### src/rtl/drawing_rect_fill_if.sv
// drawing_rect_fill_if: command register interface and frame-buffer memory bus
// of the rectangle fill engine. The engine uses the master modport; the
// processor/memory side uses the slave modport.
interface drawing_rect_fill_if;
  logic        req;
  logic        ack;
  logic        busy;
  logic [15:0] r0, r1, r2, r3, r4, r5, r6, r7;
  logic        de_req;
  logic        de_ack;
  logic [17:0] de_addr;
  logic [3:0]  de_nbyte;
  logic        de_rnw;
  logic [31:0] de_w_data;
  logic [31:0] de_r_data;

  modport master (
    input  req, r0, r1, r2, r3, r4, r5, r6, r7, de_ack, de_r_data,
    output ack, busy, de_req, de_addr, de_nbyte, de_rnw, de_w_data
  );

  modport slave (
    output req, r0, r1, r2, r3, r4, r5, r6, r7, de_ack, de_r_data,
    input  ack, busy, de_req, de_addr, de_nbyte, de_rnw, de_w_data
  );
endinterface

### src/rtl/drawing_rect_fill.sv
// drawing_rect_fill: rectangle fill/outline engine for the 8bpp frame buffer
// (four pixels per word, pixel offset 0 in bits 31:24, nbyte bit 3).
// Optional XOR read-modify-write is enabled by defining DRAW_RECT_XOR_EN.
module drawing_rect_fill #(
  parameter logic [17:0] FB_BASE   = 18'h00000,
  parameter int unsigned ROW_WORDS = 160,
  parameter int unsigned ROWS      = 480
) (
  input logic               clk,
  input logic               rst_n,
  drawing_rect_fill_if.master bus
);

  localparam logic [16:0] CLIP_W = 17'(ROW_WORDS * 4);
  localparam logic [16:0] CLIP_H = 17'(ROWS);

  typedef enum logic [2:0] {
    S_IDLE, S_ACK, S_SETUP, S_RD, S_XFER, S_NEXT, S_DONE
  } state_t;

  state_t      state;
  logic [15:0] x_q, y_q, w_q, h_q;
  logic [7:0]  colour_q;
  logic        outline_q;
  logic [15:0] row_q, word_q;
  logic        rd_first;

`ifdef DRAW_RECT_XOR_EN
  logic        xor_q;
  assign rd_first = xor_q;
  logic        unused_bits;
  assign unused_bits = ^{bus.r4[15:8], bus.r5[15:2], bus.r6, bus.r7};
`else
  assign rd_first = 1'b0;
  logic        unused_bits;
  assign unused_bits = ^{bus.r4[15:8], bus.r5[15:1], bus.r6, bus.r7};
`endif

  logic [16:0] sum_x, sum_y, xe, ye, xr, last_row;
  logic [15:0] wl, wr, xr_word;
  logic        empty, right_vis, full_row;
  logic [3:0]  mask_n;
  logic [17:0] pix;
  logic        in_span, hit;
  logic [15:0] nxt_row, nxt_word;
  logic        nxt_valid;
  logic [17:0] addr_n;

  // Clipped extents, byte-enable mask of the current word and next word to visit
  always_comb begin
    sum_x     = {1'b0, x_q} + {1'b0, w_q};
    sum_y     = {1'b0, y_q} + {1'b0, h_q};
    xe        = (sum_x < CLIP_W) ? sum_x : CLIP_W;
    ye        = (sum_y < CLIP_H) ? sum_y : CLIP_H;
    empty     = (w_q == '0) || (h_q == '0) ||
                ({1'b0, x_q} >= CLIP_W) || ({1'b0, y_q} >= CLIP_H);
    wl        = {2'b00, x_q[15:2]};
    wr        = 16'((xe - 17'd1) >> 2);
    xr        = sum_x - 17'd1;
    xr_word   = 16'(xr >> 2);
    right_vis = (sum_x <= CLIP_W);
    last_row  = sum_y - 17'd1;
    // The bottom edge is the true last row; when clipped it is not drawn
    full_row  = !outline_q || (row_q == y_q) || ({1'b0, row_q} == last_row);

    pix     = '0;
    in_span = 1'b0;
    hit     = 1'b0;
    mask_n  = '1;
    for (int unsigned k = 0; k < 4; k++) begin
      pix     = {word_q, 2'(k)};
      in_span = (pix >= {2'b00, x_q}) && (pix < {1'b0, xe});
      hit     = full_row || (pix == {2'b00, x_q}) ||
                (right_vis && (pix == {1'b0, xr}));
      mask_n[3-k] = !(in_span && hit);
    end

    // Intermediate outline rows jump straight from the left-edge word to the
    // right-edge word, so all-disabled words never reach the bus
    nxt_row   = row_q + 16'd1;
    nxt_word  = wl;
    nxt_valid = (({1'b0, row_q} + 17'd1) < ye);
    if (full_row) begin
      if (word_q < wr) begin
        nxt_row   = row_q;
        nxt_word  = word_q + 16'd1;
        nxt_valid = 1'b1;
      end
    end else if ((word_q == wl) && right_vis && (xr_word != wl)) begin
      nxt_row   = row_q;
      nxt_word  = xr_word;
      nxt_valid = 1'b1;
    end

    addr_n = FB_BASE + 18'(32'(row_q) * ROW_WORDS) + 18'(word_q);
  end

  // Command sequencer with registered handshake and memory-bus outputs
  always_ff @(posedge clk) begin
    if (!rst_n) begin
      state         <= S_IDLE;
      bus.ack       <= 1'b0;
      bus.busy      <= 1'b0;
      bus.de_req    <= 1'b0;
      bus.de_rnw    <= 1'b1;
      bus.de_nbyte  <= '1;
      bus.de_addr   <= '0;
      bus.de_w_data <= '0;
      x_q           <= '0;
      y_q           <= '0;
      w_q           <= '0;
      h_q           <= '0;
      colour_q      <= '0;
      outline_q     <= 1'b0;
      row_q         <= '0;
      word_q        <= '0;
`ifdef DRAW_RECT_XOR_EN
      xor_q         <= 1'b0;
`endif
    end else begin
      case (state)
        S_IDLE: begin
          if (bus.req) begin
            x_q       <= bus.r0;
            y_q       <= bus.r1;
            w_q       <= bus.r2;
            h_q       <= bus.r3;
            colour_q  <= bus.r4[7:0];
            outline_q <= bus.r5[0];
`ifdef DRAW_RECT_XOR_EN
            xor_q     <= bus.r5[1];
`endif
            row_q     <= bus.r1;
            word_q    <= {2'b00, bus.r0[15:2]};
            bus.ack   <= 1'b1;
            bus.busy  <= 1'b1;
            state     <= S_ACK;
          end
        end
        S_ACK: begin
          bus.ack <= 1'b0;
          state   <= S_SETUP;
        end
        S_SETUP, S_NEXT: begin
          if ((state == S_SETUP) && empty) begin
            bus.busy <= 1'b0;
            state    <= S_DONE;
          end else begin
            bus.de_req    <= 1'b1;
            bus.de_addr   <= addr_n;
            bus.de_w_data <= {4{colour_q}};
            if (rd_first) begin
              bus.de_rnw   <= 1'b1;
              bus.de_nbyte <= '0;
              state        <= S_RD;
            end else begin
              bus.de_rnw   <= 1'b0;
              bus.de_nbyte <= mask_n;
              state        <= S_XFER;
            end
          end
        end
        S_RD: begin
          // Request stays asserted; the write phase follows the read directly
          if (bus.de_ack) begin
            bus.de_rnw    <= 1'b0;
            bus.de_nbyte  <= mask_n;
            bus.de_w_data <= bus.de_r_data ^ {4{colour_q}};
            state         <= S_XFER;
          end
        end
        S_XFER: begin
          if (bus.de_ack) begin
            bus.de_req   <= 1'b0;
            bus.de_rnw   <= 1'b1;
            bus.de_nbyte <= '1;
            if (nxt_valid) begin
              row_q  <= nxt_row;
              word_q <= nxt_word;
              state  <= S_NEXT;
            end else begin
              bus.busy <= 1'b0;
              state    <= S_DONE;
            end
          end
        end
        S_DONE:  state <= S_IDLE;
        default: state <= S_IDLE;
      endcase
    end
  end

endmodule
### src/flat_wrapper.sv
// flat-port wrapper written by rule: the top's interface ports become plain ports
module drawing_rect_fill_flat 
#(
  parameter logic [17:0] FB_BASE   = 18'h00000,
  parameter int unsigned ROW_WORDS = 160,
  parameter int unsigned ROWS      = 480
)
  (clk, rst_n, bus_req, bus_r0, bus_r1, bus_r2, bus_r3, bus_r4, bus_r5, bus_r6, bus_r7, bus_de_ack, bus_de_r_data, bus_ack, bus_busy, bus_de_req, bus_de_addr, bus_de_nbyte, bus_de_rnw, bus_de_w_data);
  drawing_rect_fill_if bus_i ();
  input logic clk;
  input logic rst_n;
  input wire logic [$bits(bus_i.req)-1:0] bus_req;
  input wire logic [$bits(bus_i.r0)-1:0] bus_r0;
  input wire logic [$bits(bus_i.r1)-1:0] bus_r1;
  input wire logic [$bits(bus_i.r2)-1:0] bus_r2;
  input wire logic [$bits(bus_i.r3)-1:0] bus_r3;
  input wire logic [$bits(bus_i.r4)-1:0] bus_r4;
  input wire logic [$bits(bus_i.r5)-1:0] bus_r5;
  input wire logic [$bits(bus_i.r6)-1:0] bus_r6;
  input wire logic [$bits(bus_i.r7)-1:0] bus_r7;
  input wire logic [$bits(bus_i.de_ack)-1:0] bus_de_ack;
  input wire logic [$bits(bus_i.de_r_data)-1:0] bus_de_r_data;
  output wire logic [$bits(bus_i.ack)-1:0] bus_ack;
  output wire logic [$bits(bus_i.busy)-1:0] bus_busy;
  output wire logic [$bits(bus_i.de_req)-1:0] bus_de_req;
  output wire logic [$bits(bus_i.de_addr)-1:0] bus_de_addr;
  output wire logic [$bits(bus_i.de_nbyte)-1:0] bus_de_nbyte;
  output wire logic [$bits(bus_i.de_rnw)-1:0] bus_de_rnw;
  output wire logic [$bits(bus_i.de_w_data)-1:0] bus_de_w_data;
  assign bus_i.req = bus_req;
  assign bus_i.r0 = bus_r0;
  assign bus_i.r1 = bus_r1;
  assign bus_i.r2 = bus_r2;
  assign bus_i.r3 = bus_r3;
  assign bus_i.r4 = bus_r4;
  assign bus_i.r5 = bus_r5;
  assign bus_i.r6 = bus_r6;
  assign bus_i.r7 = bus_r7;
  assign bus_i.de_ack = bus_de_ack;
  assign bus_i.de_r_data = bus_de_r_data;
  assign bus_ack = bus_i.ack;
  assign bus_busy = bus_i.busy;
  assign bus_de_req = bus_i.de_req;
  assign bus_de_addr = bus_i.de_addr;
  assign bus_de_nbyte = bus_i.de_nbyte;
  assign bus_de_rnw = bus_i.de_rnw;
  assign bus_de_w_data = bus_i.de_w_data;
  drawing_rect_fill #(.FB_BASE(FB_BASE), .ROW_WORDS(ROW_WORDS), .ROWS(ROWS)) u_core (.clk(clk), .rst_n(rst_n), .bus(bus_i));
endmodule
### config.mk
export PLATFORM = sky130hd
export DESIGN_NAME = drawing_rect_fill_flat
export DESIGN_NICKNAME = d
export VERILOG_FILES = /design/src/rtl/drawing_rect_fill_if.sv /design/src/rtl/drawing_rect_fill.sv /design/src/flat_wrapper.sv
export SDC_FILE = /design/constraint.sdc
export NUM_CORES = 1
export LEC_CHECK = 0
export ABC_CLOCK_PERIOD_IN_PS = 5600
export CAP_MARGIN = 30
export CORE_MARGIN = 2
export CORE_UTILIZATION = 50
export DETAILED_ROUTE_END_ITERATION = 8
export PLACE_DENSITY = 0.78
export SYNTH_ARGS = -nofsm -noshare
export SYNTH_HDL_FRONTEND = slang
export SYNTH_SLANG_ARGS = --single-unit
### constraint.sdc
create_clock -name clk -period 5.6 [get_ports clk]
set_input_delay 1.12 -clock clk [delete_from_list [all_inputs] [get_ports clk]]
set_output_delay 1.12 -clock clk [all_outputs]
set_load 0.1 [all_outputs]
Word level (Yosys, flattened, before mapping) --
Index checks and enable logic that the tools add are counted. W data, S select, Z words.
Word-level totals: bits in registers 166, bits in latches 0, memory bits (writable) 0, bits in read-only memories 0, input bits 164, output and inout bits 58, logic and storage cells 166, memories 0
Operators by class: add/subtract/negate cells 9, multiply operators 1, div/mod/pow operators 0, magnitude comparators 15, equality and inequality tests 26, shift operators 0, muxes and demuxes 44, bitwise logic cells 2, reduce and logical (&&, ||, !) cells 53
Operator list (count):
- $mux W16 | 11
- $eq A18 B16 Y1 | 4
- $eq A18 B17 Y1 | 4
- $ge A18 B16 Y1 | 4
- $lt A18 B17 Y1 | 4
- $mux W32 | 2
- $pmux W16 S2 | 2
- $pmux W32 S2 | 1
- $sub A17 B1 Y17 const B | 3
- $add A16 B16 Y17 | 2
- $mux W17 | 2
- $add A16 B1 Y16 const B | 2
- $logic_not A16 Y1 | 2
- $xor A32 B32 Y32 | 1
- $add A18 B16 Y18 | 1
- $add A16 B1 Y17 const B | 1
- $eq A16 B17 Y1 | 1
- $le A17 B10 Y1 const B | 1
- $lt A17 B10 Y1 const B | 1
- $lt A17 B17 Y1 | 1
- $lt A17 B9 Y1 const B | 1
- $eq A16 B14 Y1 | 1
- $eq A16 B16 Y1 | 1
- $ge A16 B10 Y1 const B | 1
- 33 further kinds | 96

Logic depth before layout (Yosys ltp) --
word-level depth 10, mapped depth 26, depth with buffers taken out 24

Worst setup path before layout --
Ideal clock, no wire load.
kind reg2reg, start point register u_core.h_q[0], end point register u_core.row_q[10], library setup time 85 ps, arrival time 5859 ps, required time 5515 ps, setup slack -344 ps, cell stages (with the launch flop) 27, path buffers 2, clock period less this slack 5944 ps, cell sequence dfxtp_1 ha_1 fa_1 a21o_1 a221o_1 a2111oi_2 and4b_4 or4_4 nor4b_4 nand2_1 nor2_1 nand2_1 ha_1 a21o_1 a21o_1 a21o_1 a21o_1 a21oi_1 o211ai_1 a21oi_1 o41a_1 nor2_1 a22o_4 or2_1 buf_6 buf_6 o31ai_2
On the way: cells in the longest elaborated chain, start to end 8, elaborated cells between the ends (all ways) 18, those cells by class add/sub (2); order compare (2); eq/ne (4); mux (8); reduce/logical (2)
Ends and longest elaborated chain:
- from (decl) | line drawing_rect_fill.sv:22 | logic [15:0] x_q, y_q, w_q, h_q;
- from (signal assigned) | line drawing_rect_fill.sv:127 | h_q <= bus.r3;
- $add A16 B16 Y17 * | line drawing_rect_fill.sv:52 | sum_y = {1'b0, y_q} + {1'b0, h_q};
- $lt A17 B9 Y1 or $sub A17 B1 Y17 (tied branches) | line drawing_rect_fill.sv:54, drawing_rect_fill.sv:62
- $mux W17 or $eq A16 B17 Y1 (tied branches) | line drawing_rect_fill.sv:54, drawing_rect_fill.sv:64
- $lt A17 B17 Y1 or $logic_or A1 B1 Y1 (tied branches) | line drawing_rect_fill.sv:82, drawing_rect_fill.sv:64
- $mux W1 (tied with other cells) | line drawing_rect_fill.sv:89 | end else if ((word_q == wl) && right_vis && (xr_word != wl)) begin
- $mux W1 or $mux W16 (tied branches) | line drawing_rect_fill.sv:83, drawing_rect_fill.sv:177
- $ne A2 B1 Y1 (no line) or $mux W16 (tied branches)
- $reduce_and A6 Y1 (no line) or $pmux W16 S2 (tied branches)
- to (signal assigned) | line drawing_rect_fill.sv:133 | row_q <= bus.r1;
- to (signal assigned) | line drawing_rect_fill.sv:178 | row_q <= nxt_row;
- to (decl) | line drawing_rect_fill.sv:25 | logic [15:0] row_q, word_q;
Mark *: on every way between the ends. The rest lies on a longest branch, timed or not. The select of a mux whose other input is x is not followed. A chain may end at the register's enable or synchronous reset.

Worst setup path in the final report --
start point register u_core.h_q[0], end point register u_core.row_q[13]
Same word-level chain as after synthesis.

==> flow_metrics.env <==
export IMPL_end_point_of_the_worst_hold_path="u_core.bus.de_addr[8]$_SDFFE_PN0P_"
export IMPL_n_fill_cell=2393
export IMPL_cellLeakagePower_nw=7.45
export IMPL_chipWidth_um=171
export IMPL_htree_levels=4
export IMPL_asyncSetResetFlopFracSynth_pct=0
export IMPL_finalWirelength_um=47400
export IMPL_holdCritStartpoint="u_core.bus.de_addr[8]$_SDFFE_PN0P_"
export IMPL_slew_violations=0
export IMPL_core_area_mm2=0.0277
export IMPL_final_setup_violation_count=33
export IMPL_yosysSeqAreaShare_pct=23.7
export IMPL_yosysTopAreaCell="dfxtp_1"
export IMPL_gpl_final_weighted_congestion=0.994
export IMPL_netlist_top_cells_area="dfxtp_1, ha_1, nand2_1, a21oi_1, xor2_1"
export IMPL_layout_worst_path_cycle_share_pct=104
export IMPL_fin_clk_skew_ns=0.0129
export IMPL_worst_path_max_fanout=12
export IMPL_drtIter0Drc=1318
export IMPL_dp_hpwl_um=35800
export IMPL_pwr_density_cell_mw_per_mm2=327
export IMPL_tritoncts_num_buffers=17
export IMPL_syn_mean_instance_area_um2=7.67
export IMPL_post_drt_via_cell_ratio=6.08
export IMPL_fin_area_mm2=0.0180
export IMPL_grt_antenna_before_repair=0
export IMPL_root_buffer="clkbuf_16"
export IMPL_placement_cell_area_mm2=0.0169
export IMPL_grt_max_degree=66
export IMPL_die_area_mm2=0.0294
export IMPL_yosys_warnings=0
export IMPL_clkLatencyLatePin_ns=0.45
export IMPL_timing_final_crit_period_ns=5.81
export IMPL_io_buffer_count=166
export IMPL_nets=2370
export IMPL_crit_required_ns=5.95
export IMPL_worstHoldPathCells=2
export IMPL_die_boundary_height_um=171
export IMPL_timing_final_ws_setup_ns=-0.212
export IMPL_pin_count=222
export IMPL_end_kind="flop"
export IMPL_clock_sinks=166
export IMPL_syn_inst=1829
export IMPL_grt_pass1_vias=14300
export IMPL_drt_drc_violations_left=0
export IMPL_finalSetupTns_ns=-5.24
export IMPL_cap_violations=0
export IMPL_detail_route_first_pass_iterations=7
export IMPL_setup_repair_after_global_routing_missed_its_margin="yes"
export IMPL_synth_ff_type="dfxtp_1"
export IMPL_rr_endpoint="u_core.row_q[13]$_SDFFE_PN0P_"
export IMPL_synth_area_mm2=0.0140
export IMPL_synth_cell_type_count=98
export IMPL_initial_utilization_pct=50.6
export IMPL_grtUsageTotal_pct=31.7
export IMPL_timing_worst_slew_pin_value_ns=1.00
export IMPL_synth_top_area_share_pct=23.7
export IMPL_finish_utilization_pct=64.8
export IMPL_synth_edf_count=0
export IMPL_reg2reg_setup_slack_ns=-0.21
export IMPL_ys_ff_latch=166
export IMPL_route_antenna_remaining_nets=0
export IMPL_cts_hold_repair_buffers=0
export IMPL_criticalPathCategory="reg -> reg"
export IMPL_cts_reportedPaths_clkPinSlew_ns=0.07
export IMPL_cts_buffer_depth=2
export IMPL_routed_length_per_placed_instance_um=19.2
export IMPL_grt_first_pass_wirelength_um=73900
export IMPL_globalRouteOverflowTotal=0
export IMPL_area_delta_synth_final_pct=28.0
export IMPL_outcome="finished, violations left"
export IMPL_tritoncts="built"
export IMPL_violations="setup timing"
export IMPL_post_layout_total_power_mw=5.86
export IMPL_vdd_ir_drop_max_mv=0.283
export IMPL_min_path_type="reg -> reg"
export IMPL_layout_cell_share_with_drive_strength_beyond_1_pct=13.2
export IMPL_num_antenna_cells=0
export IMPL_vias=15000
export IMPL_arrival_time_reported_for_the_critical_path_endpoint_ns=6.16
export IMPL_clock_fmax_ghz=0.172
export IMPL_r2r_worst_path_cells=26
export IMPL_worst_setup_path_start_kind="flop"
export IMPL_placementRows=61
export IMPL_slew_limit_headroom_pct=32.9
export IMPL_worstReg2RegStart="u_core.h_q[0]$_SDFFE_PN0P_"
export IMPL_hold_viol=0
[timing repair]
item | 4_1_cts | 5_1_grt
buffers inserted | 16 | 2
gates cloned | 2 | 0
hold endpoints to repair | 0 | 0
resized for setup | 34 | 17
setup endpoints to repair | 31 | 35
pin swaps | 26 | 5
[power by group]
group	internal (mW)	switching, mW	leakage, nW
logic	1.31	1.88	5.83
clock network	0.589	0.571	0.267
registers	1.31	0.203	1.36
total	3.21	2.65	7.45
[flip-flops by register name (all words and copies together) (netlist names), 3 cells and up]
| name | flops |
|---|---|
| u_core.bus.de_addr | 18 |
| u_core.bus.de_nbyte | 4 |
| u_core.bus.de_w_data | 32 |
| u_core.colour_q | 8 |
| u_core.h_q | 16 |
| u_core.row_q | 16 |
| u_core.state | 3 |
| u_core.w_q | 16 |
| u_core.word_q | 16 |
| u_core.x_q | 16 |
| u_core.y_q | 16 |
[final cells by class]
class,count,area [um2],area share (%)
inverter,62,235,1.31
clock buffer,18,429,2.39
tap,378,473,2.63
multi-input combinational,1502,10300,57.6
clock inverter,14,129,0.718
sequential,166,3330,18.5
timing repair buffer,327,3010,16.8
[metal layers]
| metal | up-vias | GRT usage (%) | part of all wire (%) | wire, um |
|---|---|---|---|---|
| li1 | 7088 | - | - | - |
| met3 | 134 | 5.32 | 8.6 | 4070 |
| met1 | 7058 | 40.3 | 41 | 19600 |
| met4 | 0 | 13.7 | 3.7 | 1760 |
| met5 | - | 0 | 0 | 0 |
| met2 | 714 | 52.7 | 46 | 21900 |
[cells in the final DEF (no fill, tap or decap), types with 7 or more instances in the layout]
cell type and instances:
a211o_1 7, a211oi_1 51, a21o_1 30, a21oi_1 180, a221o_1 12, a22o_1 9
and2_1 20, and3_1 16, and4_1 9, buf_4 147, buf_6 7, clkbuf_16 17
clkdlybuf4s50_1 166, conb_1 15, dfxtp_1 164, ha_1 122, inv_1 61, mux2i_1 17
nand2_1 295, nand2b_1 18, nand3_1 32, nand4_1 27, nor2_1 109, nor2b_1 17
nor3_1 42, nor3b_1 7, nor4_1 30, o211ai_1 15, o21a_1 12, o21ai_0 57
o311ai_2 8, o31ai_2 12, or2_2 7, or3_1 14, or4_1 10, xnor2_1 74
xor2_1 77
[how the worst max path moves through the flow]
stage	endpoint	depth (start not counted)	slack, ns	from
global route	u_core.word_q[8]$_SDFFE_PN0P_	23	-0.46	u_core.w_q[0]$_SDFFE_PN0P_
CTS	u_core.row_q[1]$_SDFFE_PN0P_	26	-0.18	u_core.h_q[0]$_SDFFE_PN0P_
detailed placement	u_core.word_q[10]$_SDFFE_PN0P_	23	-0.53	u_core.h_q[0]$_SDFFE_PN0P_
global placement	u_core.word_q[12]$_SDFFE_PN0P_	23	-0.45	u_core.h_q[0]$_SDFFE_PN0P_
floorplan	u_core.row_q[10]$_SDFFE_PN0P_	26	-0.20	u_core.y_q[0]$_SDFFE_PN0P_
finish	u_core.row_q[13]$_SDFFE_PN0P_	26	-0.21	u_core.h_q[0]$_SDFFE_PN0P_
[critical path, cell delays in order (launching register included)]
cell and delay [ns]:
dfxtp_2 0.35, ha_4 0.17, fa_2 0.36, a21o_1 0.18, a221o_1 0.38, a2111oi_2 0.30, and4b_4 0.26, or4_4 0.55
nor4b_4 0.31, nand2_1 0.13, nor2_2 0.13, buf_6 0.13, nand2_4 0.05, ha_4 0.15, a21o_1 0.17, a21o_1 0.16
a21o_1 0.15, a21o_1 0.16, a21oi_1 0.13, o211ai_1 0.11, a21oi_1 0.15, o41a_1 0.25, nor2_1 0.08, a22o_4 0.32
or2_4 0.25, buf_12 0.15, o31ai_1 0.19
[Yosys cell counts, types with 18 or more instances]
library cell    n
nand2b_1       18
nor4_1         31
nand4_1        27
nor2_1        112
xnor2_1        74
nor3_1         44
a211oi_1       52
and2_1         20
clkbuf_1       81
buf_1          20
nand3_1        32
ha_1          126
inv_1          61
xor2_1         77
a21oi_1       182
nand2_1       298
o21ai_0        57
a21o_1         31
dfxtp_1       166
[cells by family after synthesis]
logic type	count (synthesis)	share of synthesized area [%]
fa+ha+maj	130	11.8
compound gates	500	24.8
xor+xnor	154	9.91
other cells	1	0.0267
buf+inv	175	4.99
simple gates	683	23.3
flops	166	23.7
mux	20	1.45
[through the flow]
step / hold WS [ns] / worst slack (ns) / cells
2_1_floorplan: 0.437 / -0.196 / 1843
3_3_place_gp: 0.442 / -0.451 / 2414
3_5_place_dp: 0.445 / -0.527 / 2415
4_1_cts: 0.456 / -0.180 / 2465
5_1_grt: 0.481 / -0.457 / 2467
6_report: 0.456 / -0.212 / 2467
Note: power is estimated with default switching activity, not from simulation.
